### config.mk
export PLATFORM = sky130hd
export DESIGN_NAME = trace_axis_downsizer
export DESIGN_NICKNAME = d
export VERILOG_FILES = /design/src/rtl/trace_axis_downsizer.sv
export SDC_FILE = /design/constraint.sdc
export NUM_CORES = 1
export LEC_CHECK = 0
export ABC_CLOCK_PERIOD_IN_PS = 2640
export BUFFER_PORTS_ARGS = -buffer_cell sky130_fd_sc_hd__clkbuf_2
export CAP_MARGIN = 30
export CORE_MARGIN = 1.5
export CORE_UTILIZATION = 51
export CTS_BUF_LIST = sky130_fd_sc_hd__clkbuf_8
export DETAILED_ROUTE_END_ITERATION = 16
export HOLD_SLACK_MARGIN = 0.12
export PLACE_DENSITY_LB_ADDON = 0.1
export SETUP_SLACK_MARGIN = 0.4
export SYNTH_ARGS = -nofsm -noshare
export SYNTH_HDL_FRONTEND = slang
export SYNTH_SLANG_ARGS = --single-unit
### constraint.sdc
create_clock -name clk -period 2.64 [get_ports clk]
set_input_delay 0.528 -clock clk [delete_from_list [all_inputs] [get_ports clk]]
set_output_delay 0.528 -clock clk [all_outputs]
set_load 0.05 [all_outputs]
### src/rtl/trace_axis_downsizer.sv
// Wide-to-narrow trace AXI-Stream downsizer: one IN_WIDTH packet -> BEATS OUT_WIDTH beats, LSW first.
// Optional TRACE_DOWNSIZER_TIMESTAMP_EN appends a cycle-count beat captured at packet acceptance.
module trace_axis_downsizer #(
  parameter int IN_WIDTH  = 96,
  parameter int OUT_WIDTH = 32
) (
  input  logic                 clk,
  input  logic                 rst_n,
  input  logic                 s_axis_tvalid,
  output logic                 s_axis_tready,
  input  logic [IN_WIDTH-1:0]  s_axis_tdata,
  input  logic                 s_axis_tlast,
  output logic                 m_axis_tvalid,
  input  logic                 m_axis_tready,
  output logic [OUT_WIDTH-1:0] m_axis_tdata,
  output logic                 m_axis_tlast,
  output logic [31:0]          pkt_count
);
  localparam int BEATS = IN_WIDTH / OUT_WIDTH;
`ifdef TRACE_DOWNSIZER_TIMESTAMP_EN
  localparam int NBEATS = BEATS + 1;
`else
  localparam int NBEATS = BEATS;
`endif
  localparam int IDXW = (NBEATS > 1) ? $clog2(NBEATS) : 1;

  typedef enum logic {IDLE, SEND} state_t;
  state_t state_q, state_d;

  logic [IN_WIDTH-1:0]  hold_data;
  logic                 hold_last;
  logic [IDXW-1:0]      beat_idx, nxt_idx;
  logic [OUT_WIDTH-1:0] nxt_word;
  logic                 nxt_last, last_beat, pkt_done, accept, beat_fire;

`ifdef TRACE_DOWNSIZER_TIMESTAMP_EN
  logic [OUT_WIDTH-1:0] ts_cnt, ts_hold;

  always_ff @(posedge clk) begin
    if (!rst_n) ts_cnt <= '0;
    else        ts_cnt <= ts_cnt + 1'b1;
  end
`endif

  assign last_beat = (beat_idx == IDXW'(NBEATS - 1));
  assign beat_fire = m_axis_tvalid & m_axis_tready;
  assign pkt_done  = beat_fire & last_beat;
  // Reopening on the final handshake lets the next packet follow with no bubble.
  assign s_axis_tready = rst_n & ((state_q == IDLE) | pkt_done);
  assign accept        = s_axis_tvalid & s_axis_tready;

  always_ff @(posedge clk) begin
    if (!rst_n) state_q <= IDLE;
    else        state_q <= state_d;
  end

  always_comb begin
    state_d = state_q;
    case (state_q)
      IDLE: if (accept) state_d = SEND;
      SEND: if (pkt_done) state_d = accept ? SEND : IDLE;
      default: state_d = IDLE;
    endcase
  end

  always_comb begin
    nxt_idx  = beat_idx + 1'b1;
    nxt_word = '0;
    if (int'(nxt_idx) < BEATS)
      nxt_word = hold_data[OUT_WIDTH*int'(nxt_idx) +: OUT_WIDTH];
`ifdef TRACE_DOWNSIZER_TIMESTAMP_EN
    else
      nxt_word = ts_hold;
`endif
    nxt_last = hold_last & (nxt_idx == IDXW'(NBEATS - 1));
  end

  always_ff @(posedge clk) begin
    if (!rst_n) begin
      hold_data     <= '0;
      hold_last     <= 1'b0;
      beat_idx      <= '0;
      m_axis_tvalid <= 1'b0;
      m_axis_tdata  <= '0;
      m_axis_tlast  <= 1'b0;
      pkt_count     <= '0;
`ifdef TRACE_DOWNSIZER_TIMESTAMP_EN
      ts_hold       <= '0;
`endif
    end else begin
      m_axis_tvalid <= (state_d == SEND);
      if (pkt_done) pkt_count <= pkt_count + 32'd1;
      if (accept) begin
        // Word 0 comes straight from the input so it is visible one cycle after capture.
        hold_data    <= s_axis_tdata;
        hold_last    <= s_axis_tlast;
        beat_idx     <= '0;
        m_axis_tdata <= s_axis_tdata[OUT_WIDTH-1:0];
        m_axis_tlast <= s_axis_tlast & (NBEATS == 1);
`ifdef TRACE_DOWNSIZER_TIMESTAMP_EN
        ts_hold      <= ts_cnt;
`endif
      end else if (beat_fire & ~last_beat) begin
        beat_idx     <= nxt_idx;
        m_axis_tdata <= nxt_word;
        m_axis_tlast <= nxt_last;
      end else if (pkt_done) begin
        beat_idx     <= '0;
        m_axis_tlast <= 1'b0;
      end
    end
  end
endmodule

=== Yosys cells after proc, flatten, opt, wreduce, memory -nomap -nowiden ===
Index checks and enable logic that the tools add are counted.

* Register bits: 165
* Input port bits: 101
* Output and inout port bits: 67
* Logic and storage cells: 36

* $add $sub $neg: 2
* $lt $le $gt $ge: 1
* Equal/unequal tests: 2
* Shifts and indexed selects: 1
* Mux-type cells: 10
* Bitwise operators: 10
* Reductions and logical operators: 3

{| class="wikitable"
|+ Operators by type and width
! cell !! count
|-
| $mux W32 || 3
|-
| $shiftx A96 B8 Y32 || 1
|-
| $add A32 B1 Y32 const B || 1
|-
| $and A1 B1 Y1 || 6
|-
| $eq A2 B2 Y1 const B || 2
|-
| $mux W1 || 4
|-
| $mux W2 || 2
|-
| $reduce_bool A2 Y1 || 2
|-
| $not A1 Y1 || 3
|-
| $add A2 B1 Y2 const B || 1
|-
| $lt A2 B2 Y1 const B || 1
|-
| $pmux W1 S2 || 1
|-
| $reduce_or A2 Y1 || 1
|-
| $or A1 B1 Y1 || 1
|}

=== Logic depth before layout (Yosys ltp) ===
* Depth in word-level cells: 8
* Depth in mapped cells: 10

=== Least setup slack after synthesis ===
Ideal clock, no wire load.

* Path kind: input-to-output
* Start point: input port rst_n
* End point: output port s_axis_tready
* Data arrival time: 1.858 ns
* Data required time: 2.112 ns
* Slack: 0.254 ns
* Stages: 5
* Path buffers: 3
* Cell sequence: buf_2 > inv_1 > buf_1 > buf_1 > nor2_1

* Longest elaborated chain between the ends: 1

{| class="wikitable"
|+ Ends and longest elaborated chain
! item !! RTL line !! source
|-
| from (decl) || 8 || <nowiki>input logic rst_n,</nowiki>
|-
| $and A1 B1 Y1 || 49 || <nowiki>assign s_axis_tready = rst_n & ((state_q == IDLE) | pkt_done);</nowiki>
|-
| to (decl) || 10 || <nowiki>output logic s_axis_tready,</nowiki>
|}

No other way between the ends.

=== Worst setup path in the final report ===
* Start point: register beat_idx[1]
* End point: output port s_axis_tready

* Longest elaborated chain between the ends: 4

{| class="wikitable"
|+ Ends and longest elaborated chain
! item !! RTL line !! source
|-
| from (decl) || 32 || <nowiki>logic [IDXW-1:0] beat_idx, nxt_idx;</nowiki>
|-
| from (signal assigned) || 104 || <nowiki>beat_idx <= nxt_idx;</nowiki>
|-
| $eq A2 B2 Y1 || 45 || <nowiki>assign last_beat = (beat_idx == IDXW'(NBEATS - 1));</nowiki>
|-
| $and A1 B1 Y1 || 47 || <nowiki>assign pkt_done = beat_fire & last_beat;</nowiki>
|-
| $or A1 B1 Y1 || 49 ||
|-
| $and A1 B1 Y1 || 49 ||
|}

No other way between the ends.

==> flow_metrics.py <==
metrics = {
    "run_status": {
        "outcome": "finished clean",
    },
    "sta": {
        "clock_skew_ps": 14.6,
        "fin_crit_sh_pct": 79.2,
        "setup_tns_ps": 0,
        "worst_slew_pin_slew_ps": 645,
        "fmax_ghz": 0.478,
        "holdWs_ps": 258,
        "hold_viol_final": 0,
        "max-slew-margin-rel_pct": 57.0,
        "min_period_ps": 2090,
        "rsz0062_at_grt": "false",
        "final_max_slew_viol_count": 0,
        "finalSetupViolations": 0,
    },
    "synth": {
        "synth_most_common_cell": "nand2_1",
        "yosys_warnings": 0,
        "synth_fa_ha_area_share_pct": 0.707,
        "synth_area_sq_mm": 0.00708,
        "postSynthAreaPerCell_sq_um": 8.02,
        "syn_inst": 882,
        "synth_compound_area_share_pct": 18.5,
        "synth_seq_area_share_pct": 46.7,
        "synth_top_area_share_pct": 46.7,
        "synth-simple-area-share_pct": 22.1,
        "synth.distinct_cells": 40,
        "ys_async_sr_fraction_pct": 0,
        "synth.ff_latch_count": 165,
        "synth_xor_area_share_pct": 1.11,
        "synth_top_area_cell": "dfxtp_1",
        "synthesis.nets": 987,
        "synthFlopType": "dfxtp_1",
        "synth_area_leaders": "dfxtp_1 (47%), o21ai_0 (12%), nand2_1 (11%)",
        "synth_common_cells": "nand2_1 (211), dfxtp_1 (165), o21ai_0 (164), clkbuf_1 (44), inv_1 (38)",
        "synth-edff-count": 0,
        "muxShareOfSynthArea_pct": 5.09,
        "synth_top_family_by_area": "simple AND/OR/NAND/NOR gates",
    },
    "floorplan": {
        "start_util_pct": 52.8,
        "row_count": 42,
        "core_sq_mm": 0.0134,
        "die_h_um": 121,
        "die_area_sq_mm": 0.0146,
        "io_pins": 168,
        "die_x_um": 121,
    },
    "finish": {
        "syn2layout_area_growth_pct": 19.9,
        "final_net_count": 1127,
        "diodes": 0,
        "finish.utilization_pct": 63.3,
        "fillCellCount": 1222,
        "drive_gt1_share_pct": 22.0,
    },
    "clocking": {
        "ctsHoldBuffers": 0,
        "clk_pin_slew_ps": 90,
        "clock_latency_ps": 460,
        "cts_buffers": 17,
        "clock_path_buffers": 2,
        "clkSinkCount": 165,
        "cts_tree": "yes",
        "cts_htree_levels": 4,
        "cts-root-buf": "clkbuf_8",
    },
    "power_and_ir_drop": {
        "ir_drop_uv": 344,
        "p_leak_uw": 0.00352,
        "power.density_mw_per_mm2": 605,
    },
    "critical_path": {
        "arrival_ps": 1560,
        "crit_type": "flip-flop to output pin",
        "crit_path_max_incr_delay_ps": 420,
        "r2r_end": "pkt_count[19]$_SDFFE_PN0P_",
        "crit_path_end": "s_axis_tready",
        "r2r-start": "beat_idx[1]$_SDFFE_PP0P_",
        "critPathMaxFanout": 9,
        "reg2reg_slack_ps": 580,
        "slowest_stage": "dfxtp_1",
        "crit_chain": "ha_4 > a21boi_4 > nor2_2 > clkbuf_4",
        "ff2ff_path_depth": 5,
        "cp-end-kind": "output pin",
        "required_ps": 2110,
        "crit_start": "beat_idx[1]$_SDFFE_PP0P_",
        "worstSetupStartpointType": "flip-flop",
    },
    "drt": {
        "route.met2.wl_um": 8120,
        "drt_first_pass_iters": 7,
        "wl_met1_um": 8110,
        "via_per_inst": 5.42,
        "wirelength_um": 17400,
        "drcViolationCount": 0,
        "post_drt_wl_per_cell_um": 14.3,
        "drt_iter0_drc": 525,
        "met3WireLength_um": 810,
        "vias": 6562,
        "final_antenna_net_count": 0,
        "highest_layer": "met4",
    },
    "global_route": {
        "grt-ovfl-total": 0,
        "grt_pass1_wl_um": 28800,
        "grt_max_degree": 62,
        "antenna_found_initial": 0,
        "grt.total_usage_pct": 24.5,
        "grt_pass1_vias": 6026,
    },
    "hold_path": {
        "hold_class": "primary input to flip-flop",
    },
    "place": {
        "port_buffers": 167,
        "place_congestion": 0.794,
        "hpwl_um": 11500,
    },
    "job": {
        "cap_viol_max_count": 0,
    },
}
==> repair_timing <==
item,CTS,global route
resized for setup,2,4
pin swaps,0,1
endpoints found under the setup margin,1,10
hold endpoints to repair,0,0
setup buffers,0,1
cloned,0,0
==> how the worst min path moves through the flow <==
stage,slack (ps),endpoint,depth (start not counted),from
final,260,hold_data[79]$_SDFFE_PN0P_,3,s_axis_tdata[79]
after global routing,250,hold_data[88]$_SDFFE_PN0P_,3,s_axis_tdata[88]
after CTS,240,hold_data[47]$_SDFFE_PN0P_,3,s_axis_tdata[47]
after detailed placement,450,hold_last$_SDFFE_PN0P_,2,hold_last$_SDFFE_PN0P_
after global placement,440,hold_data[70]$_SDFFE_PN0P_,2,hold_data[70]$_SDFFE_PN0P_
after floorplan,430,hold_last$_SDFFE_PN0P_,2,hold_last$_SDFFE_PN0P_
==> kinds of logic (layout without fill, tap and decap cells) <==
group                      Yosys count  count (layout)
AOI/OAI and AO/OA                  240             240
xor gates and xnor gates             9               9
adders and majority gates            4               4
buffers and inverters              102             255
DFF                                165             165
muxes                               36              36
and+or+nand+nor                    326             326
==> where the power goes <==
group,internal (uW),leakage [uW],switching (uW)
Clock,830,0.000201,897
Combinational,236,0.00197,461
Sequential,2630,0.00135,73.8
Total,3700,0.00352,1430
==> area by class of cell <==
| class | instances | area, sq um | area share [%] |
|---|---|---|---|
| clock inverter | 11 | 85.1 | 1.00 |
| inverter | 38 | 143 | 1.68 |
| tap | 176 | 220 | 2.60 |
| multi-input combinational | 615 | 3430 | 40.4 |
| timing repair buffer | 185 | 1010 | 11.9 |
| clock buffer | 21 | 289 | 3.41 |
| sequential | 165 | 3300 | 38.9 |
==> flip-flops by register name, indices dropped and copies added (netlist names) <==
signal / count
hold_data: 96
beat_idx: 2
m_axis_tvalid: 1
hold_last: 1
m_axis_tlast: 1
pkt_count: 32
m_axis_tdata: 32
==> cell usage in the layout, fill, tap and decap left out, types with 7 or more instances in the layout <==
cell type / instances
nand3_1: 11
mux2i_1: 36
a31oi_1: 32
nor2_1: 14
o31ai_1: 10
nand3b_1: 32
buf_4: 16
o21ai_0: 164
nand2_1: 210
or3_1: 7
dfxtp_1: 165
inv_1: 41
xor2_1: 7
nand4_1: 12
or4_1: 12
clkbuf_2: 165
a21oi_1: 19
clkbuf_8: 21
==> per-layer routing <==
metal	GRT usage, %	up-vias
met1	32.6	3044
met3	5.38	28
met5	0	-
met4	8.75	0
li1	-	3316
met2	39.4	174
==> worst max-delay path: cells and delay by family (launching register included) <==
| family | cells | cell delay (ps) |
|---|---|---|
| adder cells (fa/ha/maj) | 1 | 250 |
| AO/OA/AOI/OAI | 1 | 80 |
| AND/OR/NAND/NOR | 1 | 110 |
| flip-flops | 1 | 420 |
| buffers and inverters | 1 | 240 |
==> through the flow <==
step	std cells	power (uW)	instance area, sq um	setup WS [ps]
floorplan	882	3220	7080	405
global placement	1178	3450	8080	486
detailed placement	1178	3460	8080	455
CTS	1210	5160	8470	412
global route	1211	5350	8480	461
finish	1211	5130	8480	549
(Power assumes the default switching activity.)
